[config.mk]
export PLATFORM = sky130hd
export DESIGN_NAME = sample_queue
export DESIGN_NICKNAME = d
export VERILOG_FILES = /design/src/rtl/sample_queue.sv
export SDC_FILE = /design/constraint.sdc
export NUM_CORES = 1
export LEC_CHECK = 0
export CAP_MARGIN = 20
export CORE_MARGIN = 2
export CORE_UTILIZATION = 30
export CTS_BUF_LIST = sky130_fd_sc_hd__clkbuf_4 sky130_fd_sc_hd__clkbuf_8
export DETAILED_ROUTE_END_ITERATION = 10
export PLACE_DENSITY_LB_ADDON = 0.12
export REMOVE_ABC_BUFFERS = 1
export SLEW_MARGIN = 15
export SYNTH_ARGS = -nofsm -noshare
export SYNTH_HDL_FRONTEND = slang
export SYNTH_SLANG_ARGS = --single-unit
[constraint.sdc]
create_clock -name clk -period 4.1 [get_ports clk]
set_clock_uncertainty 0.1 [all_clocks]
set_input_delay 1.23 -clock clk [delete_from_list [all_inputs] [get_ports clk]]
set_output_delay 1.23 -clock clk [all_outputs]
set_load 0.03 [all_outputs]
[src/rtl/sample_queue.sv]
// sample_queue
//   Producer side of the DFT sample handshake. Audio samples arrive from the
//   front end at an arbitrary rate and are held in a small circular buffer.
//   The buffer presents them, oldest first, to the operation manager. Samples
//   that arrive while the buffer is full are dropped, and a sticky flag
//   records that a drop happened.
//
// Ports
//   clk            system clock, all state changes on the rising edge
//   rst            synchronous active-high reset
//   inSample       incoming signed sample
//   inValid        push request for inSample
//   newSample      head-of-queue sample, or 0 when the queue is empty
//   sampleReady    high while at least one sample is held
//   writeSample    one-cycle pop pulse; the consumer captures newSample on the same edge
//   count          number of samples held (0..DEPTH)
//   overflow       sticky: at least one sample has been dropped
//   clearOverflow  clears overflow; a drop in the same cycle wins

module sample_queue #(
  parameter int N     = 16,
  parameter int DEPTH = 8
) (
  input  logic                       clk,
  input  logic                       rst,
  input  logic signed [N-1:0]        inSample,
  input  logic                       inValid,
  output logic signed [N-1:0]        newSample,
  output logic                       sampleReady,
  input  logic                       writeSample,
  output logic [$clog2(DEPTH+1)-1:0] count,
  output logic                       overflow,
  input  logic                       clearOverflow
);

  localparam int PW = $clog2(DEPTH);
  localparam int CW = $clog2(DEPTH+1);

  logic [N-1:0]  mem [DEPTH];
  logic [PW-1:0] rdPtr;
  logic [PW-1:0] wrPtr;

  logic full;
  logic pop;
  logic push;
  logic drop;

  assign full = (count == CW'(DEPTH));
  // A pop requires a held sample, so writeSample while empty is ignored.
  assign pop  = writeSample && (count != '0);
  // When full, a same-cycle pop frees the slot the push writes into. At that
  // point wrPtr equals rdPtr, but the head has already been read out during
  // this cycle, so overwriting it on the edge is safe.
  assign push = inValid && (!full || pop);
  assign drop = inValid && !push;

  always_ff @(posedge clk) begin
    if (rst) begin
      rdPtr    <= '0;
      wrPtr    <= '0;
      count    <= '0;
      overflow <= 1'b0;
    end else begin
      if (push) begin
        mem[wrPtr] <= inSample;
        wrPtr      <= wrPtr + PW'(1);
      end
      if (pop) begin
        rdPtr <= rdPtr + PW'(1);
      end
      if (push && !pop) begin
        count <= count + CW'(1);
      end else if (pop && !push) begin
        count <= count - CW'(1);
      end
      if (drop) begin
        overflow <= 1'b1;
      end else if (clearOverflow) begin
        overflow <= 1'b0;
      end
    end
  end

  // Both outputs depend only on registered state, so they stay stable for the
  // whole cycle in which the manager pulses writeSample.
  assign sampleReady = (count != '0);
  assign newSample   = sampleReady ? mem[rdPtr] : '0;

endmodule

-- Word-level counts from Yosys, hierarchy flattened
Memory sizes are Yosys's and may differ from the RTL's. A register that Yosys moved wholly into a read port is not among the register bits.
Index checks and enable logic that the tools add are counted.
- output and inout port bits: 22
- memories kept: 1
- RAM bits: 128
- register bits after elaboration: 11
- input port bits: 21
- memory list (name ; words ; width ; rd ports ; clocked after Yosys merged registers in ; write ports ; line ; RTL):
    mem ; 8 ; 16 ; 1 ; 1 ; 1 ; 39 ; logic [N-1:0] mem [DEPTH];
- $add $sub $neg: 4
- mux-type cells: 10
- eq/ne operators: 1
- reductions and logical operators: 12
- operators by type and width (operator ; count):
    16-bit two-way mux ; 1
    4-bit two-way mux ; 2
    3-bit by 1-bit adder with 3-bit output (second input constant) ; 2
    3-bit two-way mux ; 2
    1-bit logical AND ; 5
    1-bit two-way mux ; 5
    4-bit by 1-bit adder with 4-bit output (second input constant) ; 1
    4-bit == test (second input constant) ; 1
    2-bit nonzero test ; 2
    4-bit nonzero test ; 1
    4-bit by 1-bit subtractor with 4-bit output (second input constant) ; 1
    1-bit logical NOT ; 3
    1-bit logical OR ; 1

-- Logic depth before layout (Yosys ltp)
Gate-level depths: netlist of run 1.
- depth in word-level cells: 8
- depth in mapped cells: 11

-- Worst setup path after synthesis of run 1
OpenSTA, ideal clock, no wires.
- path type: input port to flip-flop
- start point: input port writeSample
- end point: memory mem[0][0], enable pin
- library setup time: 0.436 ns
- data required time: 3.564 ns
- arrival time: 3.230 ns
- stages on the path: 3
- slack: 0.334 ns
- cells stage by stage: nand2b_1 > o21ai_4 > nor4b_1
- cells in the longest elaborated chain, start to end: 6
- RTL lines (what ; line ; RTL):
    from (decl) ; 30 ; input logic writeSample,
    1-bit logical AND ; 50 ; assign pop = writeSample && (count != '0);
    1-bit logical OR ; 54 ; assign push = inValid && (!full || pop);
    1-bit logical AND ; 54 ;
    1-bit two-way mux ; 64 ; if (push) begin
    1-bit two-way mux ; 58 ; if (rst) begin
    1-bit two-way mux (not written as such) ; 65 ; mem[wrPtr] <= inSample;
    to (decl) ; 39 ;
Every way passes these cells.

==> results of run 1 <==
## report_power, final
part	internal [mW]	switching, mW
combinational	0.589	0.698
clock	0.597	0.510
sequential	1.64	0.0490
total	2.83	1.26
## layout make-up
cell class	count	share of cell area [%]
sequential	142	60.7
clock inverter	14	2.19
clock buffer	18	3.55
multi-input combinational	124	20.6
tap	229	4.21
inverter	3	0.239
timing repair buffer	58	8.50
## critical path: stages (launching register included)
cell,delay [ns]
dfxtp_2,0.33
buf_4,0.39
mux4_2,0.56
mux2i_1,0.20
nor2_1,0.06
clkdlybuf4s50_1,0.60
## sequential cells by signal, indices dropped and copies added, names as in the netlist, named ones only
name / count
count: 4
mem: 128
wrPtr: 3
rdPtr: 3
overflow: 1
## per-layer routing
metal	GRT usage, %	vias to the layer above	share of wire, %
li1	-	1246	-
met1	15.8	1408	45
met2	20.1	49	50
met3	3.56	11	3.6
met4	5.21	0	1.3
met5	0	-	0
## Yosys cell counts, drive strengths merged (3+ instances only)
master	n	area share (%)
clkbuf	3	0.20
edfxtp	128	69
nand3	3	0.36
nor3	3	0.27
a21oi	6	0.67
xor2	3	0.60
nand2	6	0.54
dfxtp	14	5.0
nor2	32	2.3
mux2i	17	3.0
ha	5	1.1
inv	3	0.29
buf	10	1.2
mux4	32	13
## metrics by stage
| stage | power (mW) | cell area (µm²) | hold slack, ns | worst slack (ns) | std cells |
|---|---|---|---|---|---|
| final | 4.08 | 6800 | 0.390 | 0.183 | 588 |
| after global routing | 4.31 | 6800 | 0.434 | 0.00716 | 588 |
| after CTS | 4.16 | 6800 | 0.392 | 0.106 | 588 |
| after detailed placement | 3.05 | 6410 | 0.381 | 0.215 | 556 |
| after global placement | 3.04 | 6410 | 0.374 | 0.318 | 556 |
| after floorplan | 2.56 | 5510 | 0.353 | 0.334 | 269 |
## cells by family after synthesis
family,count (synthesis),synth area share (%)
mux,50,16.1
flops,142,73.8
fa+ha+maj,6,1.48
xor+xnor,5,0.918
buf+inv,16,1.68
simple gates,53,4.61
compound gates,10,1.37
## path summary, 6_finish.rpt
path              slack [ns]           end  startpoint
setup / recovery        0.18  newSample[2]   flip-flop
hold / removal          0.39     flip-flop    rdPtr[1]
setup reg to reg        1.06      count[3]    count[0]
hold reg to reg         0.39     flip-flop    rdPtr[1]
==> out/summary.txt, run 1 <==
Fmax achieved: 0.255 GHz
GR Util All Layers: 12.4%
Routed WL per cell: 19.1 µm
post-route setup TNS: 0 ns
number of CTS-inserted buffers: 17
final core occ: 37.5%
Via Count: 2714
Final period util: 95.5%
hold buffers post-CTS: 0
CTS H-tree depth: 4
Root Driver: clkbuf_8
vias in the first global route: 3000
ANT cells: 0
Ys Warns: 0
die width: 140 µm
routability cong.: 0.734
async set or reset register ratio after synthesis: 0%
footprint of the multi-input gates: 0.00140 mm²
most used cells in the layout excluding fill and tap cells: 128 x edfxtp_1, 42 x clkdlybuf4s50_1, 32 x mux4_2, 31 x nor2_1
fill count: 1713
synthesis-to-finish area growth: 21.7%
worst slew pin tran: 0.554 ns
RSZ-0062 raised after global routing: no
Final min period: 3.92 ns
Gate Count Post-Synth: 282
Layout Nets: 373
Post-DRT Antenna Nets: 0
Hold Path Stages: 2
worst vdd ir: 298 µV
FF+latch count, synth: 142
CTS sink cnt: 142
Pre-antenna DRT Iters: 4
post-cts sizing count: 0
Startpoint Class: flip-flop
grt total ovfl: 0
cell area after synthesis: 0.00559 mm²
slew margin rel.: 62.8%
register clock-pin slew on the reported worst setup and hold paths: 0.08 ns
register area: 0.00413 mm²
maximum fanout along the worst path: 20
CTS tree: yes
status: complete, no violations
Seq/Total Area, Yosys: 73.8%
mean post-synth cell area: 19.8 µm²
static leakage: 2.13 nW
pwr/cell area: 601 mW/mm²
Die Y: 140 µm
share of cells above drive strength 1: 25.9%
Worst EP required: 2.77 ns
Max-Cap Viols: 0
max-slew violation count: 0
1st-iter DRT viols: 186
Critical Path AT: 2.59 ns
PortBufs: 42
CTS max path bufs: 2
largest net degree at the start of global routing: 33
io pins: 43
Initial Util: 30.8%
Final Hold Violating Endpoints: 0
Worst Hold Class: reg2reg
global-route wire length before repair: 17700 µm
vias per inst: 4.62
antenna violations before repair: 0
Core ar.: 0.0181 mm²
final setup vio count: 0
DP HPWL: 6340 µm
Setup Fix Bufs, Post-CTS: 0
reg2reg path depth: 12
Post-synth EDFFs: 128
# DRC: 0
post-synth cell types: 35
total die area: 0.0197 mm²
Post-synth top flop: edfxtp_1
Skew-Pair Late Insertion Delay: 0.43 ns
most common cell after layout, fill and taps aside: edfxtp_1
Cell Rows: 49
critical path type: reg2out
routed wire length: 11200 µm
critical path endpoint category: primary output
(Power assumes the default switching activity.)
==> run 2, diff against run 1 <==
--- a/config.mk
+++ b/config.mk
@@ -7,11 +7,10 @@
 export LEC_CHECK = 0
 export CAP_MARGIN = 20
 export CORE_MARGIN = 2
-export CORE_UTILIZATION = 30
+export CORE_UTILIZATION = 55
 export CTS_BUF_LIST = sky130_fd_sc_hd__clkbuf_4 sky130_fd_sc_hd__clkbuf_8
 export DETAILED_ROUTE_END_ITERATION = 10
 export PLACE_DENSITY_LB_ADDON = 0.12
-export REMOVE_ABC_BUFFERS = 1
 export SLEW_MARGIN = 15
 export SYNTH_ARGS = -nofsm -noshare
 export SYNTH_HDL_FRONTEND = slang
==> out/summary.txt, run 2 (synthesis gave the netlist of run 1 again) <==
status: complete, no violations (unchanged)
Critical Path Start: count[0]
most used cells in the layout excluding fill and tap cells: 128 x edfxtp_1, 42 x clkdlybuf4s50_1, 32 x mux4_2, 31 x nor2_1, 18 x buf_4 (was 128 x edfxtp_1, 42 x clkdlybuf4s50_1, 32 x mux4_2, 31 x nor2_1)
Via Count: 2728 (was 2714)
CTS max path bufs: 2 (unchanged)
Crit path max-delay family: simple AND/OR/NAND/NOR gates (was buffers and inverters)
Final Worst Setup Slack: 0.278 ns (was 0.183 ns)
die width: 105 µm (was 140 µm)
Largest register FFs: 128 (unchanged)
antenna violations before repair: 0 (unchanged)
Place WS: 0.259 ns (was 0.215 ns)
fill count: 684 (was 1713)
final core occ: 68.5% (was 37.5%)
CTS sink cnt: 142 (unchanged)
RR Endpoint: count[3] (unchanged)
crit-path cells: or3_4, nor2_4, nor2_1, clkdlybuf4s50_1 (was buf_4, mux4_2, mux2i_1, nor2_1, clkdlybuf4s50_1)
Skew-Pair Late Insertion Delay: 0.43 ns (about the same)
WP depth: 4 (was 5)
share of cells above drive strength 1: 27.3% (was 25.9%)
final setup vio count: 0 (unchanged)
reg2reg path depth: 11 (was 12)
most common cell after layout, fill and taps aside: edfxtp_1 (unchanged)
number of CTS-inserted buffers: 17 (unchanged)
critical path endpoint category: primary output (unchanged)
total power: 4.15 mW (was 4.08 mW)
critical path type: reg2out (unchanged)
Post-DRT Antenna Nets: 0 (unchanged)
crit path buf inv count: 1 (was 2)
PortBufs: 42 (unchanged)
post-cts sizing count: 0 (unchanged)
Core ar.: 0.00982 mm² (was 0.0181 mm²)
routability cong.: 0.696 (was 0.734)
Fmax achieved: 0.262 GHz (was 0.255 GHz)
grt total ovfl: 0 (unchanged)
Layout Nets: 376 (was 373)
Final min period: 3.82 ns (was 3.92 ns)
Worst path slowest cell: clkdlybuf4s50_1 (unchanged)
hold buffers post-CTS: 0 (unchanged)
max-slew violation count: 0 (unchanged)
global-route wire length before repair: 15500 µm (was 17700 µm)
Worst EP required: 2.77 ns (about the same)
Max-Cap Viols: 0 (unchanged)
GR Util All Layers: 19.5% (was 12.4%)
vias in the first global route: 2929 (was 3000)
reg-to-reg startpoint: count[0] (unchanged)
total die area: 0.0110 mm² (was 0.0197 mm²)
worst hold slack: 0.394 ns (was 0.390 ns)
Final period util: 93.2% (was 95.5%)
maximum fanout along the worst path: 17 (was 20)
Worst Setup EP: newSample[3] (was newSample[2])
largest register by flop count: mem (unchanged)
Die Y: 105 µm (was 140 µm)
1st-iter DRT viols: 116 (was 186)
Root Driver: clkbuf_8 (unchanged)
Critical Path AT: 2.49 ns (was 2.59 ns)
io pins: 43 (unchanged)
Setup Fix Bufs, Post-CTS: 0 (unchanged)
DP HPWL: 5930 µm (was 6340 µm)
Cell Rows: 36 (was 49)
Routed WL per cell: 19.7 µm (was 19.1 µm)
Mapped Nets: 309
R2R Setup Slk: 1.02 ns (was 1.06 ns)
Final Hold Violating Endpoints: 0 (unchanged)
slew margin rel.: 61.5% (was 62.8%)
CTS tree: yes (unchanged)
synthesis-to-finish area growth: 20.4% (was 21.7%)
register clock-pin slew on the reported worst setup and hold paths: 0.08 ns (about the same)
vias per inst: 5.51 (was 4.62)
worst slew pin tran: 0.576 ns (was 0.554 ns)
max incr delay on CP: 0.63 ns (was 0.60 ns)
post-route setup TNS: 0 ns (unchanged)
# DRC: 0 (unchanged)
Startpoint Class: flip-flop (unchanged)
ANT cells: 0 (unchanged)
Initial Util: 56.9% (was 30.8%)
Top Registers: mem x128, count x4 (unchanged)
Pre-antenna DRT Iters: 5 (was 4)
largest net degree at the start of global routing: 33 (unchanged)
Worst Hold Class: reg2reg (unchanged)
static leakage: 2.15 nW (was 2.13 nW)
RSZ-0062 raised after global routing: no (unchanged)
worst vdd ir: 380 µV (was 298 µV)
routed wire length: 9770 µm (was 11200 µm)
pwr/cell area: 617 mW/mm² (was 601 mW/mm²)
CTS H-tree depth: 4 (unchanged)
## run 2: changes by cell type in the layout (fill, tap and decap cells not counted), sizes merged
cell,delta
inv,+1
clkinvlp,+2
clkinv,-5
buf,+3
bufinv,+1
clkbuf,+1
## run 2: worst min path at each step
| stage | start | to | slack, ns | cells past startpoint |
|---|---|---|---|---|
| final | rdPtr[1] | flip-flop | 0.39 | 2 |
| after global routing | rdPtr[1] | flip-flop | 0.40 | 2 |
| after CTS | rdPtr[1] | flip-flop | 0.39 | 2 |
| after detailed placement | rdPtr[1] | flip-flop | 0.38 | 2 |
| after global placement | rdPtr[1] | rdPtr[1] | 0.37 | 2 |
| after floorplan | rdPtr[1] | flip-flop | 0.36 | 2 |
## run 2: cell type report
| type | instances | area [µm²] | share of cell area (%) |
|---|---|---|---|
| clock buffers | 19 | 249 | 3.70 |
| flip-flops and latches | 142 | 4130 | 61.3 |
| repair buffers | 61 | 576 | 8.56 |
| multi-input cells | 124 | 1400 | 20.9 |
| inverters | 3 | 16.3 | 0.242 |
| clock inverters | 13 | 189 | 2.81 |
| well taps | 133 | 166 | 2.47 |
## run 2: where the power goes
group	internal [mW]	switching, mW
Sequential	1.64	0.0482
Combinational	0.590	0.674
Clock	0.680	0.519
## run 2: stage by stage
step                cell area [µm²]  instances
floorplan                      5590        282
global placement               6290        463
detailed placement             6290        463
CTS                            6730        495
global route                   6730        495
finish                         6730        495
## run 2: worst reg2reg max path, delay by kind of cell (launching register included)
kind,cells,cell delay (ns)
AOI/OAI and AO/OA,3,0.45
and+or+nand+nor,3,1.04
muxes,1,0.33
adders and majority gates,2,0.49
buffers and inverters,2,0.19
DFF,1,0.37
## run 2: metal layers
layer / track usage (%) / share of wire, % / vias to the layer above
met5: 0 / 0 / -
met4: 7.81 / 1.5 / 0
met3: 4.30 / 4.6 / 13
met2: 32.8 / 52 / 64
met1: 24.9 / 42 / 1392
li1: - / - / 1259
==> run 3, diff against run 2 <==
--- a/config.mk
+++ b/config.mk
@@ -10,8 +10,9 @@
 export CORE_UTILIZATION = 55
 export CTS_BUF_LIST = sky130_fd_sc_hd__clkbuf_4 sky130_fd_sc_hd__clkbuf_8
 export DETAILED_ROUTE_END_ITERATION = 10
-export PLACE_DENSITY_LB_ADDON = 0.12
-export SLEW_MARGIN = 15
+export MAX_ROUTING_LAYER = met4
+export PLACE_DENSITY_LB_ADDON = 0.1
+export SLEW_MARGIN = 10
 export SYNTH_ARGS = -nofsm -noshare
 export SYNTH_HDL_FRONTEND = slang
 export SYNTH_SLANG_ARGS = --single-unit
==> out/summary.txt, run 3 (synthesis gave the netlist of run 1 again) <==
status: complete, no violations (unchanged)
Fmax achieved: 0.259 GHz (was 0.262 GHz)
1st-iter DRT viols: 149 (was 116)
# DRC: 0 (unchanged)
total power: 3.95 mW (was 4.15 mW)
static leakage: 2.12 nW (was 2.15 nW)
Mapped Nets: 309 (unchanged)
Worst path slowest cell: clkdlybuf4s50_1 (unchanged)
final setup vio count: 0 (unchanged)
Die Y: 105 µm (unchanged)
Initial Util: 56.9% (unchanged)
Routed WL per cell: 19.4 µm (was 19.7 µm)
Startpoint Class: flip-flop (unchanged)
final core occ: 67.5% (was 68.5%)
routability cong.: 0.729 (was 0.696)
Cell Rows: 36 (unchanged)
critical path endpoint category: primary output (unchanged)
CTS max path bufs: 2 (unchanged)
Skew-Pair Late Insertion Delay: 0.43 ns (about the same)
Via Count: 2716 (was 2728)
largest net degree at the start of global routing: 33 (unchanged)
max incr delay on CP: 0.62 ns (was 0.63 ns)
io pins: 43 (unchanged)
global-route wire length before repair: 15100 µm (was 15500 µm)
GR Util All Layers: 19.8% (was 19.5%)
RSZ-0062 raised after global routing: no (unchanged)
synthesis-to-finish area growth: 18.7% (was 20.4%)
Root Driver: clkbuf_8 (unchanged)
Crit path max-delay family: buffers and inverters (was simple AND/OR/NAND/NOR gates)
Pre-antenna DRT Iters: 5 (unchanged)
Setup Fix Bufs, Post-CTS: 0 (unchanged)
max-slew violation count: 0 (unchanged)
Max-Cap Viols: 0 (unchanged)
post-route design area: 0.00663 mm² (was 0.00673 mm²)
Critical Path AT: 2.53 ns (was 2.49 ns)
share of cells above drive strength 1: 24.9% (was 27.3%)
DP HPWL: 5660 µm (was 5930 µm)
post-cts sizing count: 0 (unchanged)
Worst Hold Class: reg2reg (unchanged)
footprint of the multi-input gates: 0.00140 mm² (unchanged)
routed wire length: 9610 µm (was 9770 µm)
post-route setup TNS: 0 ns (unchanged)
largest register by flop count: mem (unchanged)
total die area: 0.0110 mm² (unchanged)
vias in the first global route: 2782 (was 2929)
most used cells in the layout excluding fill and tap cells: 128 x edfxtp_1, 42 x clkdlybuf4s50_1, 32 x mux4_2, 31 x nor2_1 (was 128 x edfxtp_1, 42 x clkdlybuf4s50_1, 32 x mux4_2, 31 x nor2_1, 18 x buf_4)
crit-path cells: buf_12, mux4_2, mux2i_1, nor2_1, clkdlybuf4s50_1 (was or3_4, nor2_4, nor2_1, clkdlybuf4s50_1)
critical path type: reg2out (unchanged)
placed cell area: 0.00628 mm² (was 0.00629 mm²)
Layout Nets: 375 (was 376)
Post-DRT Antenna Nets: 0 (unchanged)
ANT cells: 0 (unchanged)
register clock-pin slew on the reported worst setup and hold paths: 0.07 ns (was 0.08 ns)
worst vdd ir: 343 µV (was 380 µV)
Final period util: 94.2% (was 93.2%)
number of CTS-inserted buffers: 17 (unchanged)
Largest register FFs: 128 (unchanged)
maximum fanout along the worst path: 32 (was 17)
Core ar.: 0.00982 mm² (unchanged)
crit path buf inv count: 2 (was 1)
CTS H-tree depth: 4 (unchanged)
Final min period: 3.86 ns (was 3.82 ns)
register area: 0.00413 mm² (unchanged)
vias per inst: 5.50 (was 5.51)
antenna violations before repair: 0 (unchanged)
slew margin rel.: 59.9% (was 61.5%)
Worst EP required: 2.77 ns (about the same)
Top Registers: mem x128, count x4 (unchanged)
fill count: 683 (was 684)
worst slew pin tran: 0.600 ns (was 0.576 ns)
CTS sink cnt: 142 (unchanged)
worst hold slack: 0.390 ns (was 0.394 ns)
most common cell after layout, fill and taps aside: edfxtp_1 (unchanged)
die width: 105 µm (unchanged)
hold buffers post-CTS: 0 (unchanged)
CTS tree: yes (unchanged)
grt total ovfl: 0 (unchanged)
pwr/cell area: 595 mW/mm² (was 617 mW/mm²)
Final Hold Violating Endpoints: 0 (unchanged)
PortBufs: 42 (unchanged)
==> run 3: cell count changes in the layout (fill, tap and decap cells not counted), sizes merged <==
cell	before	now
clkinv	3	11
clkinvlp	4	0
inv	5	3
buf	19	18
bufinv	4	2
==> run 3: worst paths after layout <==
kind             start           end  slack (ns)  cells after the start
min reg2reg   rdPtr[1]     flip-flop        0.39                      2
min           rdPtr[1]     flip-flop        0.39                      2
max reg2reg   count[0]      count[3]        0.93                     11
max          flip-flop  newSample[3]        0.24                      5
==> run 3: report_power, final <==
part / switching [mW] / total (mW) / internal (mW)
Sequential: 0.0477 / 1.69 / 1.64
Clock: 0.464 / 0.996 / 0.532
Combinational: 0.679 / 1.26 / 0.584
Total: 1.19 / 3.95 / 2.76
==> run 3: routing by layer <==
metal  global-route usage [%]  vias to the layer above  routed length (µm)
met4                     7.62                        0                 140
met5                        -                        -                   0
met2                     30.4                       77                4710
li1                         -                     1258                   -
met3                     5.30                       16                 559
met1                     25.5                     1365                4200
==> run 3: tightest hold or removal path, stage by stage (launching register included) <==
cell and delay [ns]:
dfxtp_1 0.32, nand2_1 0.07, a21oi_2 0.06
==> run 3: layout make-up <==
type	instances	share of cell area, %
Clock buffer	19	3.75
Tap cell	133	2.51
Multi-Input combinational cell	124	21.2
Inverter	3	0.245
Timing Repair Buffer	60	8.56
Clock inverter	13	1.57
Sequential cell	142	62.2
==> run 3: per-stage QoR <==
step	setup slack, ns	cells
2_1_floorplan	0.334	282
3_3_place_gp	0.339	462
3_5_place_dp	0.246	462
4_1_cts	0.197	494
5_1_grt	0.100	494
6_report	0.237	494
